## src/rtl/spmv_pkg.sv

```systemverilog
// Shared types and default widths for the SpMV row accumulator.
package spmv_pkg;

    localparam int ROW_W_DEF  = 8;
    localparam int DATA_W_DEF = 16;
    localparam int ACC_W_DEF  = 24;

    typedef enum logic [1:0] {
        IDLE  = 2'd0,
        ACCUM = 2'd1,
        FLUSH = 2'd2,
        DONE  = 2'd3
    } spmv_state_e;

endpackage

```

## src/rtl/spmv_acc_add.sv

```systemverilog
// Accumulator adder: sign-extends the product and adds it to the running sum.
// Define SATURATE_EN to clamp to the signed ACC_W range; otherwise the sum wraps.
module spmv_acc_add
    import spmv_pkg::*;
#(
    parameter int DATA_W = DATA_W_DEF,
    parameter int ACC_W  = ACC_W_DEF
) (
    input  logic [ACC_W-1:0]  acc_i,
    input  logic [DATA_W-1:0] prod_i,
    output logic [ACC_W-1:0]  sum_o
);

    logic [ACC_W:0] wide_sum;

    // One guard bit: overflow shows up as the two top bits disagreeing.
    assign wide_sum = {acc_i[ACC_W-1], acc_i}
                    + {{(ACC_W + 1 - DATA_W){prod_i[DATA_W-1]}}, prod_i};

`ifdef SATURATE_EN
    always_comb begin
        sum_o = wide_sum[ACC_W-1:0];
        if (wide_sum[ACC_W] != wide_sum[ACC_W-1]) begin
            sum_o = wide_sum[ACC_W] ? {1'b1, {(ACC_W-1){1'b0}}}
                                    : {1'b0, {(ACC_W-1){1'b1}}};
        end
    end
`else
    assign sum_o = wide_sum[ACC_W-1:0];
`endif

endmodule

```

## src/rtl/spmv_row_accumulator.sv

```systemverilog
// Sums consecutive same-row products from two FWFT FIFOs and writes row sums to the
// result memory; flush closes the last row. Overflow mode selected by SATURATE_EN.
module spmv_row_accumulator
    import spmv_pkg::*;
#(
    parameter int ROW_W  = ROW_W_DEF,
    parameter int DATA_W = DATA_W_DEF,
    parameter int ACC_W  = ACC_W_DEF
) (
    input  logic              Clk,
    input  logic              Reset,
    input  logic [ROW_W-1:0]  row_id_out,
    input  logic              row_id_empty,
    output logic              row_id_rd_en,
    input  logic [DATA_W-1:0] mult_out,
    input  logic              mult_empty,
    output logic              mult_rd_en,
    input  logic              flush,
    output logic [ROW_W-1:0]  wr_addr,
    output logic [ACC_W-1:0]  wr_data,
    output logic              wr_en,
    output logic              done,
    output logic [ROW_W:0]    rows_written
);

    spmv_state_e       state_q, state_d;
    logic [ROW_W-1:0]  cur_row_q, cur_row_d;
    logic [ACC_W-1:0]  acc_q, acc_d;
    logic              flush_pending_q, flush_pending_d;
    logic              close_row_q, close_row_d;
    logic              wr_en_q, wr_en_d;
    logic [ROW_W-1:0]  wr_addr_q, wr_addr_d;
    logic [ACC_W-1:0]  wr_data_q, wr_data_d;
    logic              done_q, done_d;
    logic [ROW_W:0]    rows_q;

    logic              pop;
    logic              fifos_empty;
    logic              same_row;
    logic [ACC_W-1:0]  add_base;
    logic [ACC_W-1:0]  add_sum;

    // Pops are also held off in FLUSH so a late arrival cannot be lost behind done.
    assign pop          = !row_id_empty && !mult_empty
                        && (state_q == IDLE || state_q == ACCUM);
    assign row_id_rd_en = pop;
    assign mult_rd_en   = pop;
    assign fifos_empty  = row_id_empty && mult_empty;
    assign same_row     = (row_id_out == cur_row_q);

    // Starting a new row is just an add onto zero, so one adder serves both cases.
    assign add_base = (state_q == ACCUM && same_row) ? acc_q : '0;

    spmv_acc_add #(
        .DATA_W (DATA_W),
        .ACC_W  (ACC_W)
    ) u_add (
        .acc_i  (add_base),
        .prod_i (mult_out),
        .sum_o  (add_sum)
    );

    always_comb begin
        state_d         = state_q;
        cur_row_d       = cur_row_q;
        acc_d           = acc_q;
        flush_pending_d = flush_pending_q || flush;
        close_row_d     = close_row_q;
        wr_en_d         = 1'b0;
        wr_addr_d       = wr_addr_q;
        wr_data_d       = wr_data_q;
        done_d          = 1'b0;

        case (state_q)
            IDLE: begin
                if (pop) begin
                    cur_row_d = row_id_out;
                    acc_d     = add_sum;
                    state_d   = ACCUM;
                end else if (flush_pending_q && fifos_empty) begin
                    close_row_d = 1'b0;
                    state_d     = FLUSH;
                end
            end
            ACCUM: begin
                if (pop) begin
                    if (!same_row) begin
                        wr_en_d   = 1'b1;
                        wr_addr_d = cur_row_q;
                        wr_data_d = acc_q;
                        cur_row_d = row_id_out;
                    end
                    acc_d = add_sum;
                end else if (flush_pending_q && fifos_empty) begin
                    close_row_d = 1'b1;
                    state_d     = FLUSH;
                end
            end
            FLUSH: begin
                if (close_row_q) begin
                    wr_en_d   = 1'b1;
                    wr_addr_d = cur_row_q;
                    wr_data_d = acc_q;
                end
                state_d = DONE;
            end
            DONE: begin
                done_d          = 1'b1;
                flush_pending_d = flush;
                state_d         = IDLE;
            end
            default: state_d = IDLE;
        endcase
    end

    always_ff @(posedge Clk) begin
        if (Reset) begin
            state_q         <= IDLE;
            cur_row_q       <= '0;
            acc_q           <= '0;
            flush_pending_q <= 1'b0;
            close_row_q     <= 1'b0;
            wr_en_q         <= 1'b0;
            wr_addr_q       <= '0;
            wr_data_q       <= '0;
            done_q          <= 1'b0;
            rows_q          <= '0;
        end else begin
            state_q         <= state_d;
            cur_row_q       <= cur_row_d;
            acc_q           <= acc_d;
            flush_pending_q <= flush_pending_d;
            close_row_q     <= close_row_d;
            wr_en_q         <= wr_en_d;
            wr_addr_q       <= wr_addr_d;
            wr_data_q       <= wr_data_d;
            done_q          <= done_d;
            // Counted from the next-state strobe so the count moves with wr_en.
            if (wr_en_d && !(&rows_q)) begin
                rows_q <= rows_q + 1'b1;
            end
        end
    end

    assign wr_en        = wr_en_q;
    assign wr_addr      = wr_addr_q;
    assign wr_data      = wr_data_q;
    assign done         = done_q;
    assign rows_written = rows_q;

endmodule

```

## config.mk

```make
export PLATFORM = sky130hd
export DESIGN_NAME = spmv_row_accumulator
export DESIGN_NICKNAME = d
export VERILOG_FILES = /design/src/rtl/spmv_pkg.sv /design/src/rtl/spmv_acc_add.sv /design/src/rtl/spmv_row_accumulator.sv
export SDC_FILE = /design/constraint.sdc
export NUM_CORES = 1
export LEC_CHECK = 0
export CAP_MARGIN = 20
export CORE_MARGIN = 8
export CORE_UTILIZATION = 50
export DETAILED_ROUTE_END_ITERATION = 10
export GPL_TIMING_DRIVEN = 0
export PLACE_DENSITY = 0.75
export SLEW_MARGIN = 20
export SYNTH_ARGS = -nofsm -noshare
export SYNTH_HDL_FRONTEND = slang
export SYNTH_SLANG_ARGS = --single-unit
```

## constraint.sdc

```tcl
create_clock -name Clk -period 4.09 [get_ports Clk]
set_clock_uncertainty 0.05 [all_clocks]
set_input_delay 0.818 -clock Clk [delete_from_list [all_inputs] [get_ports Clk]]
set_output_delay 0.818 -clock Clk [all_outputs]
set_load 0.005 [all_outputs]
```

# Yosys cells after proc, flatten, opt, wreduce, memory -nomap -nowiden
# Cells that the tools add are included.
dict set report word_totals {
  elab_cells 72
  input_bits 29
  reg_bits 79
  romBits 0
  ramBits 0
  memories 0
  latchBits 0
}
dict set report classes {
  eq_ne 12
  bitwise_logic 0
  n_addsub 2
  n_lt_le_gt_ge 0
  n_div 0
  reduce_logical 20
  shift 0
  mul 0
  muxes 28
}
# operator n
set op_table {}
lappend op_table {{two-way mux 24 bit} 4}
lappend op_table {{two-way mux 8 bit} 6}
lappend op_table {{case mux 24 bit (2 select lines)} 1}
lappend op_table {{case mux 8 bit (2 select lines)} 2}
lappend op_table {{adder 24 x 16 -> 24 bit} 1}
lappend op_table {{inequality test 2 bit (second input constant)} 6}
lappend op_table {{adder 9 x 1 -> 9 bit (second input constant)} 1}
lappend op_table {{two-way mux 1 bit} 9}
lappend op_table {{AND reduction 9 bit} 1}
lappend op_table {{== test 8 bit} 1}
lappend op_table {{case mux 2 bit (4 select lines)} 1}
lappend op_table {{AND reduction 4 bit} 2}
lappend op_table {{logical AND 1 bit} 6}
lappend op_table {{two-way mux 2 bit} 3}
lappend op_table {{AND reduction 5 bit} 1}
lappend op_table {{== test 2 bit (second input constant)} 2}
lappend op_table {{inequality test 2 x 1 -> 1 bit (second input constant)} 2}
lappend op_table {{case mux 1 bit (2 select lines)} 2}
lappend op_table {{nonzero test 2 bit} 2}
lappend op_table {{zero test 1 bit} 3}
lappend op_table {{== test 2 x 1 -> 1 bit (second input constant)} 1}
lappend op_table {{zero test 2 bit} 1}
lappend op_table {{logical OR 1 bit} 2}
lappend op_table {{AND reduction 2 bit} 1}
lappend op_table {{OR reduction 2 bit} 1}

# Longest topological paths before layout
dict set report depth {
  depth_word 6
  ltp_mapped 16
  depth_no_buf 14
}

# By module
# A second synthesis with hierarchy kept.
dict set report unflattened {
  hier_cells 582
  area_unflattened_um2 4946.0
}
# module instances area_each_um2 cells_per_inst
set by_module_without_submodules {}
lappend by_module_without_submodules {spmv_row_accumulator 1 3718.6 416}
lappend by_module_without_submodules {spmv_acc_add 1 1227.4 166}

# Least setup slack after synthesis
# No wires, ideal clock.
dict set report synth_path {
  path_kind {in2reg}
  start {input port row_id_out[1]}
  end {register acc_q[23]}
  arrival_time_ps 3495
  path_slack_ps 479
  setup_time_ps 66
  path_stages 15
  required_time_ps 3974
  path_cell_list {xnor2_1 -> nand4_1 -> or2_1 -> nor2_4 -> clkbuf_1 -> and2_1 -> ha_1 -> clkbuf_1 -> a21oi_1 -> o21ai_1 -> a311o_1 -> a21oi_2 -> o21ai_0 -> a211o_2 -> a2bb2oi_2}
}
dict set report synth_between {
  elab_chain_cells 4
}
# item line_no
set synth_rtl {}
lappend synth_rtl {{from (decl)} spmv_row_accumulator.sv:12} ;# input logic [ROW_W-1:0] row_id_out,
lappend synth_rtl {{== test 8 bit} spmv_row_accumulator.sv:49} ;# assign same_row = (row_id_out == cur_row_q);
lappend synth_rtl {{logical AND 1 bit} spmv_row_accumulator.sv:52} ;# assign add_base = (state_q == ACCUM && same_row) ? acc_q : '0;
lappend synth_rtl {{two-way mux 24 bit} spmv_row_accumulator.sv:52}
lappend synth_rtl {{adder 24 x 16 -> 24 bit} spmv_acc_add.sv:18} ;# + {{(ACC_W + 1 - DATA_W){prod_i[DATA_W-1]}}, prod_i};
lappend synth_rtl {{to (signal assigned)} spmv_row_accumulator.sv:120} ;# acc_q <= '0;
lappend synth_rtl {{to (signal assigned)} spmv_row_accumulator.sv:131} ;# acc_q <= acc_d;
lappend synth_rtl {{to (decl)} spmv_row_accumulator.sv:28} ;# logic [ACC_W-1:0] acc_q, acc_d;
# Every way passes these cells.
# A chain may end at the register's enable or synchronous reset.

# Worst setup path after layout
dict set report layout_path {
  start {input port row_id_out[2]}
  end {register acc_q[22]}
}
# The elaborated chain is that of the path after synthesis.

==> impl_results.md <==
* Status: completed
* Fillers at roughly 800
* I/O pin count at 74
* Cells after Synth at 519
* Number of global-route vias before repair at ~4000
* Post-detailed-route DRC marker count at 0
* Slowest Stage Delay on Critical Path at between 0.5 and 0.6 ns
* Worst setup margin at approximately 0.10 ns
* Minimum clock period at 3.99 ns
* Rel. slew slack at 0.520
* H-tree levels at 3
* RSZ-0062 raised after global routing: yes
* Drt first pass iters at 4
* Final net count at ~670
* Root Driver: clkbuf_8
* Met3 Usage GRT at 0.0462
* HP Start: acc_q[12]$_SDFFE_PP0P_
* First-pass GRT wire length at just under 20 mm
* Gate power share at 0.216
* Pwr per Cell Area at between 300 and 400 nW/µm²
* Crit Reg-Reg Endpoint: acc_q[22]$_SDFFE_PP0P_
* Number of synthesized flops with an enable pin at 0
* Max-slew violations at 0
* Clock buffer depth at 2
* Critical path class: input pin to flip-flop
* Die X at between 100 and 150 µm
* Reg clk slew, reported paths at 0.08 ns
* Worst-skew pair later-pin latency at around 0.36 ns
* Via density at about 5.6
* Hold EP: acc_q[12]$_SDFFE_PP0P_
* Multi-input logic area at around 2800 µm²
* Net switching power at roughly 0.00055 W
* Total gr overflow at 0
* WP data required at around 4.3 ns
* Routed WL per cell at about 16 µm
* CP Capture Type: flip-flop
* Most frequent cells in the layout: 79 x dfxtp_1, 73 x clkdlybuf4s50_1, 61 x nor2_1
* Routed Wire Length at approximately 12 mm
* Max-Cap Viols at 0
* Reg2reg setup slack at about 0.65 ns
* Synth cell types at 65
* Clk network pwr share at 0.343
* Final Cycle Share at 0.975
* Final setup fails at 0
* Achievable clock frequency at about 0.25 GHz
* Hold WC Path Type: flip-flop to flip-flop
* Register cell area after layout at around 1600 µm²
* Maximum vdd drop at 0.000200 V
* Arrival time worst endpoint at between 4 and 5 ns
* Worst R2R Path Depth at 16
* Busiest grt layer: met2
* Reg power frac at 0.441
* 1st-iter DRT viols at 181
* Initial antenna violation count at 0
* I/O Buffers at 73
* CP Max Fanout at 6
* Final Core Density at 0.639
* GPL Wtd Cong at approximately 0.88
* #FFs+latches synth at just under 80
* Critical path cell sequence: clkdlybuf4s50_1 > xnor2_1 > nand4_1 > or2_4 > nor2_4 > buf_4 > and2_1 > ha_2 > fa_2 > a21o_2 > a31o_2 > a211oi_4 > or4_1 > nand2_1 > xor2_1 > a22o_1
* Seq/Total Area, Yosys at 0.348
* Post-placement setup slack at -0.692 ns
* Commonest non-fill, non-tap cell in the layout: dfxtp_1
* Internal at 0.00137 W
* Hold Path Stages at 2
* Syn nets at between 500 and 600
* Top FF cell, synth: dfxtp_1
* Post-Syn Area at between 4000 and 5000 µm²
* GRT met2 Usage at 0.320
* CTS Sinks at slightly below 80
* Num rows at 35
* Share of cells above drive strength 1 at 0.116
* Dpl hpwl at between 9 and 10 mm
* Yosys warns at 0
* Hold buffers post-CTS at 0
* GRT Total Usage at 0.189
* Cell family with most CP delay: simple AND/OR/NAND/NOR gates
* GR Util met1 at 0.230
* Total CTS buffers at 9
* Core area at 9020 µm²
* Post-route ant nets at 0
* Worst R2R Start: state_q[1]$_SDFFE_PP0P_
* Critical path buffers and inverters at 2
* Worst-Margin Slew at around 0.7 ns
* Async S/R FF share, synth at 0
* Switching Share at 0.288
* Routed vias at about 4000
* LEAKAGE at about 2.3 nW
* CTS tree: built
* Die Y at around 110 µm
* Synthesized area per cell at ~8.8 µm²
* Critical Path Slowest Stage Cell: or4_1
* Initial Util at 0.504
* Final Hold Fails at 0
* Ant diodes at 0
* Die area at roughly 12000 µm²
* Pin count of the biggest net entering global routing at 14
* Startpoint types: input pin
* Area Growth Syn to Fin at 26.8%
[final cells by class]
type	count	share of cell area
Tap cell	111	0.0241
Clock buffer	11	0.0245
Buffer	24	0.0267
Sequential cell	79	0.274
Multi-Input combinational cell	402	0.492
Clock inverter	5	0.0141
Inverter	12	0.00846
Timing Repair Buffer	80	0.136
[flip-flops by register name (all words and copies together) (netlist names)]
| signal | count |
|---|---|
| acc_q | 24 |
| wr_data | 24 |
| rows_written | 9 |
| cur_row_q | 8 |
| wr_addr | 8 |
| state_q | 2 |
| close_row_q | 1 |
| done | 1 |
| flush_pending_q | 1 |
| wr_en | 1 |
[power groups by stage]
stage / registers, W / clock network, W / logic (W)
floorplan: 0.000857 / 0 / 0.000280
global placement: 0.000864 / 0 / 0.000405
detailed placement: 0.000865 / 0 / 0.000413
CTS: 0.000848 / 0.000667 / 0.000415
global route: 0.000854 / 0.000700 / 0.000455
finish: 0.000848 / 0.000659 / 0.000414
[Yosys cell counts (3+ instances only)]
cell type / number / area, µm²
a211o_1: 3 / 26.3
a211oi_1: 4 / 30.0
a21o_1: 9 / 67.6
a21oi_1: 37 / 185
a22oi_1: 3 / 22.5
and2_1: 26 / 163
and3_1: 4 / 25.0
buf_4: 5 / 37.5
clkbuf_1: 17 / 63.8
dfxtp_1: 79 / 1580
ha_1: 29 / 363
inv_1: 11 / 41.3
mux2i_1: 42 / 420
nand2_1: 42 / 158
nand3_1: 11 / 55.1
nand3b_1: 6 / 45.0
nand4_1: 12 / 75.1
nand4b_1: 6 / 52.6
nor2_1: 61 / 229
nor3_1: 6 / 30.0
o21a_1: 3 / 22.5
o21ai_0: 12 / 60.1
o21ai_1: 3 / 15.0
o22ai_1: 3 / 18.8
or4_1: 7 / 52.6
xnor2_1: 16 / 140
xor2_1: 13 / 114
[layer usage]
layer / wire length [µm] / part of all wire
met1: 5380 / 0.45
met2: 5750 / 0.48
met3: 662 / 0.056
met4: 121 / 0.010
met5: 0 / 0
[stage by stage]
| step | setup TNS (ns) | std cells | power (W) | area, µm² | hold WS, ns |
|---|---|---|---|---|---|
| 4_1_cts | 0 | 718 | 0.00193 | 5660 | 0.420 |
| 2_1_floorplan | 0 | 519 | 0.00114 | 4550 | 0.390 |
| 6_report | 0 | 724 | 0.00192 | 5770 | 0.416 |
| 5_1_grt | -0.116 | 724 | 0.00201 | 5770 | 0.448 |
| 3_5_place_dp | -6.52 | 703 | 0.00128 | 5420 | 0.409 |
| 3_3_place_gp | -5.95 | 703 | 0.00127 | 5420 | 0.400 |
[worst register-to-register path, stage by stage (launching register included)]
cell      delay, ns
dfxtp_1        0.39
inv_1          0.08
ha_1           0.18
clkbuf_8       0.15
inv_1          0.11
nor2_4         0.07
buf_4          0.16
and2_1         0.15
ha_2           0.19
fa_2           0.36
a21o_2         0.23
a31o_2         0.28
a211oi_4       0.31
or4_1          0.17
nand2_1        0.07
xor2_1         0.15
a22o_1         0.23
[cells by family (layout without fill, tap and decap cells)]
kind of cell,after synthesis,after routing,synth area share
flops,79,79,0.348
compound gates,105,105,0.159
mux,42,42,0.0924
fa+ha+maj,30,30,0.0841
simple gates,196,196,0.219
buf+inv,38,132,0.0418
xor+xnor,29,29,0.0558
[how the worst max path moves through the flow]
stage / end / start / slack [ns] / depth (start not counted)
after CTS: acc_q[23]$_SDFFE_PP0P_ / row_id_out[2] / 0.001 / 15
after global routing: acc_q[23]$_SDFFE_PP0P_ / row_id_out[3] / -0.07 / 15
after detailed placement: acc_q[23]$_SDFFE_PP0P_ / row_id_out[1] / -0.69 / 16
after floorplan: acc_q[23]$_SDFFE_PP0P_ / row_id_out[1] / 0.48 / 15
final: acc_q[22]$_SDFFE_PP0P_ / row_id_out[2] / 0.10 / 16
after global placement: acc_q[23]$_SDFFE_PP0P_ / row_id_out[0] / -0.62 / 16
[timing repair]
item | in CTS | in global routing
endpoints found under the hold margin | 0 | 0
gates resized for setup | 6 | 22
pin swaps | 2 | 7
setup buffers | 1 | 6
setup endpoints to repair | 9 | 12
Note: power is estimated with default switching activity, not from simulation.
==> RTL edit (config.mk and constraints unchanged) <==
Add a define of `SATURATE_EN`.
--- a/src/rtl/spmv_acc_add.sv
+++ b/src/rtl/spmv_acc_add.sv
@@ -1,5 +1,7 @@
 // Accumulator adder: sign-extends the product and adds it to the running sum.
 // Define SATURATE_EN to clamp to the signed ACC_W range; otherwise the sum wraps.
+`define SATURATE_EN
+
 module spmv_acc_add
     import spmv_pkg::*;
 #(
Check against the original RTL: same outputs for any inputs over 4 cycles, from zero or initial values and one cycle with Reset high; that may be too few to reach the edited logic, so the function may still have changed.
==> RTL edit against the original RTL <==
The run now ends with setup timing left; register-to-register slack got worse by 0.54 ns; first-iteration DRC count rose by 13%; total power rose by 3.5%; area after synthesis rose by 2.2%; sequential cell count did not move; design area rose by 9.6%; die area rose by 1.9%; routed wire length rose by 14%; setup slack got worse by 0.18 ns; largest cell class unchanged.
==> RTL edit: results (changes against the original RTL) <==
Global route
  • Number of global-route vias before repair: 4409 (+11%)
  • Largest net degree at the start of global routing: 18 (+4)
  • M3 GR Usage: 5.099% (+0.48 points)
  • Initial antenna violation count: 0 (unchanged)
  • First-pass GRT wire length: 21.02 mm (+6.7%)
  • Met1 GRT Util: 23.27% (+0.25 points)
  • Grt met2 use: 35.21% (+3.2 points)
  • GRT Resource Usage Total: 20.19% (+1.3 points)

Clocking
  • Root Driver: clkbuf_8
  • Clock-pin slew on the worst setup and hold paths: 0.09 ns
  • Max Buffers Root-to-Sink: 2 (unchanged)
  • CTS Buf Count: 9 (unchanged)
  • Later-pin clock latency in the skew report: 0.36 ns (about the same)

Synthesis
  • Post-synthesis mux area share: 9.927% (+0.69 points)
  • Complex-gate fraction of the synthesized area: 17.62% (+1.7 points)
  • Ys Warns: 0 (unchanged)
  • Post-synthesis sequential area ratio: 34.01% (-0.75 points)
  • Top FF cell, synth: dfxtp_1
  • Commonest cells post-synth: nor2_1 (87), dfxtp_1 (79), mux2i_1 (45)
  • Post-synth net total: 598 (+3.5%)
  • Synth Area in Adders: 8.501% (+0.088 points)
  • Xor/xnor share of the synthesized area: 6.403% (+0.82 points)
  • Number of distinct library cells after synthesis: 49 (-25%)
  • Largest cells by area after synthesis: dfxtp_1 (34%), mux2i_1 (9.7%), ha_1 (8.1%)

Finish
  • Ratio of cells with drive above 1 in the final layout: 21.80% (+10 points)
  • Final #Nets: 711 (+6.6%)
  • Diode count: 0 (unchanged)
  • # fillers: 678 (-13%)

Routing
  • Initial drt markers: 205 (+13%)
  • Via count: 4300 (+5.7%)
  • Drt first pass iters: 7 (+3)
  • Metal-1 WL: 5.747 mm (+6.9%)
  • Metal2 WL: 6.795 mm (+18%)
  • Routed WL: 13.64 mm (+14%)
  • DR top layer: met4
  • Metal3 WL: 802 µm (+21%)

Run status
  • Status: complete, but fails checks
  • Failing checks: setup timing

Setup path
  • CP top delay family: simple AND/OR/NAND/NOR gates
  • CP peak stage delay: 0.41 ns (-0.13 ns)
  • CP max FO: 6 (unchanged)
  • CP max stage cell: or3_4
  • Critical Path AT: 4.38 ns (+0.20 ns)

STA
  • PnR worst setup slack: -0.07888 ns (-0.1795 ns)
  • Final setup violation count: 23 (+23)
  • Slew margin rel.: 38.58% (-13 points)

Power and ir drop
  • Net switching fraction of the power: 32.06% (+3.3 points)
  • Clock power share: 31.1% (-3.2 points)
  • Leakage power: 2.552 nW (+13%)
  • P_seq: 0.874 mW (+3.1%)
  • Worst vdd ir: 0.0002344 V (+17%)

Placement
  • Placer's final routability congestion estimate: 0.8942 (+2.0%)
  • Dpl hpwl: 8.938 mm (-0.71%)
  • Cell Area, Placed: 0.005529 mm² (+2.0%)
  • # port buffers: 72 (-1.4%)

Worst hold path
  • Worst hold-check path type: reg2reg
-- RTL edit: timing repair --
item	4_1_cts	5_1_grt
pin swaps	19	27
buffers inserted	18	13
endpoints found under the hold margin	0	0
cloned	4	1
resized for setup	48	52
setup endpoints to repair	26	24
-- RTL edit: metrics by stage --
step	power [mW]	TNS, ns	instances	worst slack, ns	util [%]
after detailed placement	1.342	-30.58	721	-1.325	60.41
after CTS	1.959	0	757	0.008406	66.18
final	1.988	-0.6605	767	-0.07888	69.08
after floorplan	1.189	0	538	0.01367	-
after global routing	2.067	-2.367	767	-0.1400	69.08
after global placement	1.327	-30.25	721	-1.304	60.41
-- RTL edit: cell families after synthesis --
family | after synthesis
muxes | 46
adders and majority gates | 31
xor gates and xnor gates | 34
buffers and inverters | 40
AOI/OAI and AO/OA | 109
DFF | 79
and+or+nand+nor | 199
-- RTL edit: final cells by class --
type | instances | share of cell area [%]
Buffer | 21 | 2.335
Clock buffer | 9 | 1.959
Clock inverter | 7 | 1.247
Inverter | 14 | 0.8312
Multi-Input combinational cell | 419 | 50.50
Sequential cell | 79 | 25.01
Tap cell | 111 | 2.197
Timing Repair Buffer | 107 | 15.91
-- RTL edit: tightest hold or removal path: cells and delay by family (launching register included) --
family | cells | cell delay [ns]
AND/OR/NAND/NOR | 1 | 0.08
multiplexers | 1 | 0.07
flip-flops | 1 | 0.33
-- RTL edit: final timing paths --
check | start | endpoint | slack [ns] | cells past startpoint
hold / removal | wr_data[12] | wr_data[12] | 0.46 | 2
setup reg to reg | cur_row_q[6] | acc_q[10] | 0.11 | 16
setup / recovery | row_id_out[6] | acc_q[10] | -0.08 | 17
hold reg to reg | wr_data[12] | wr_data[12] | 0.46 | 2
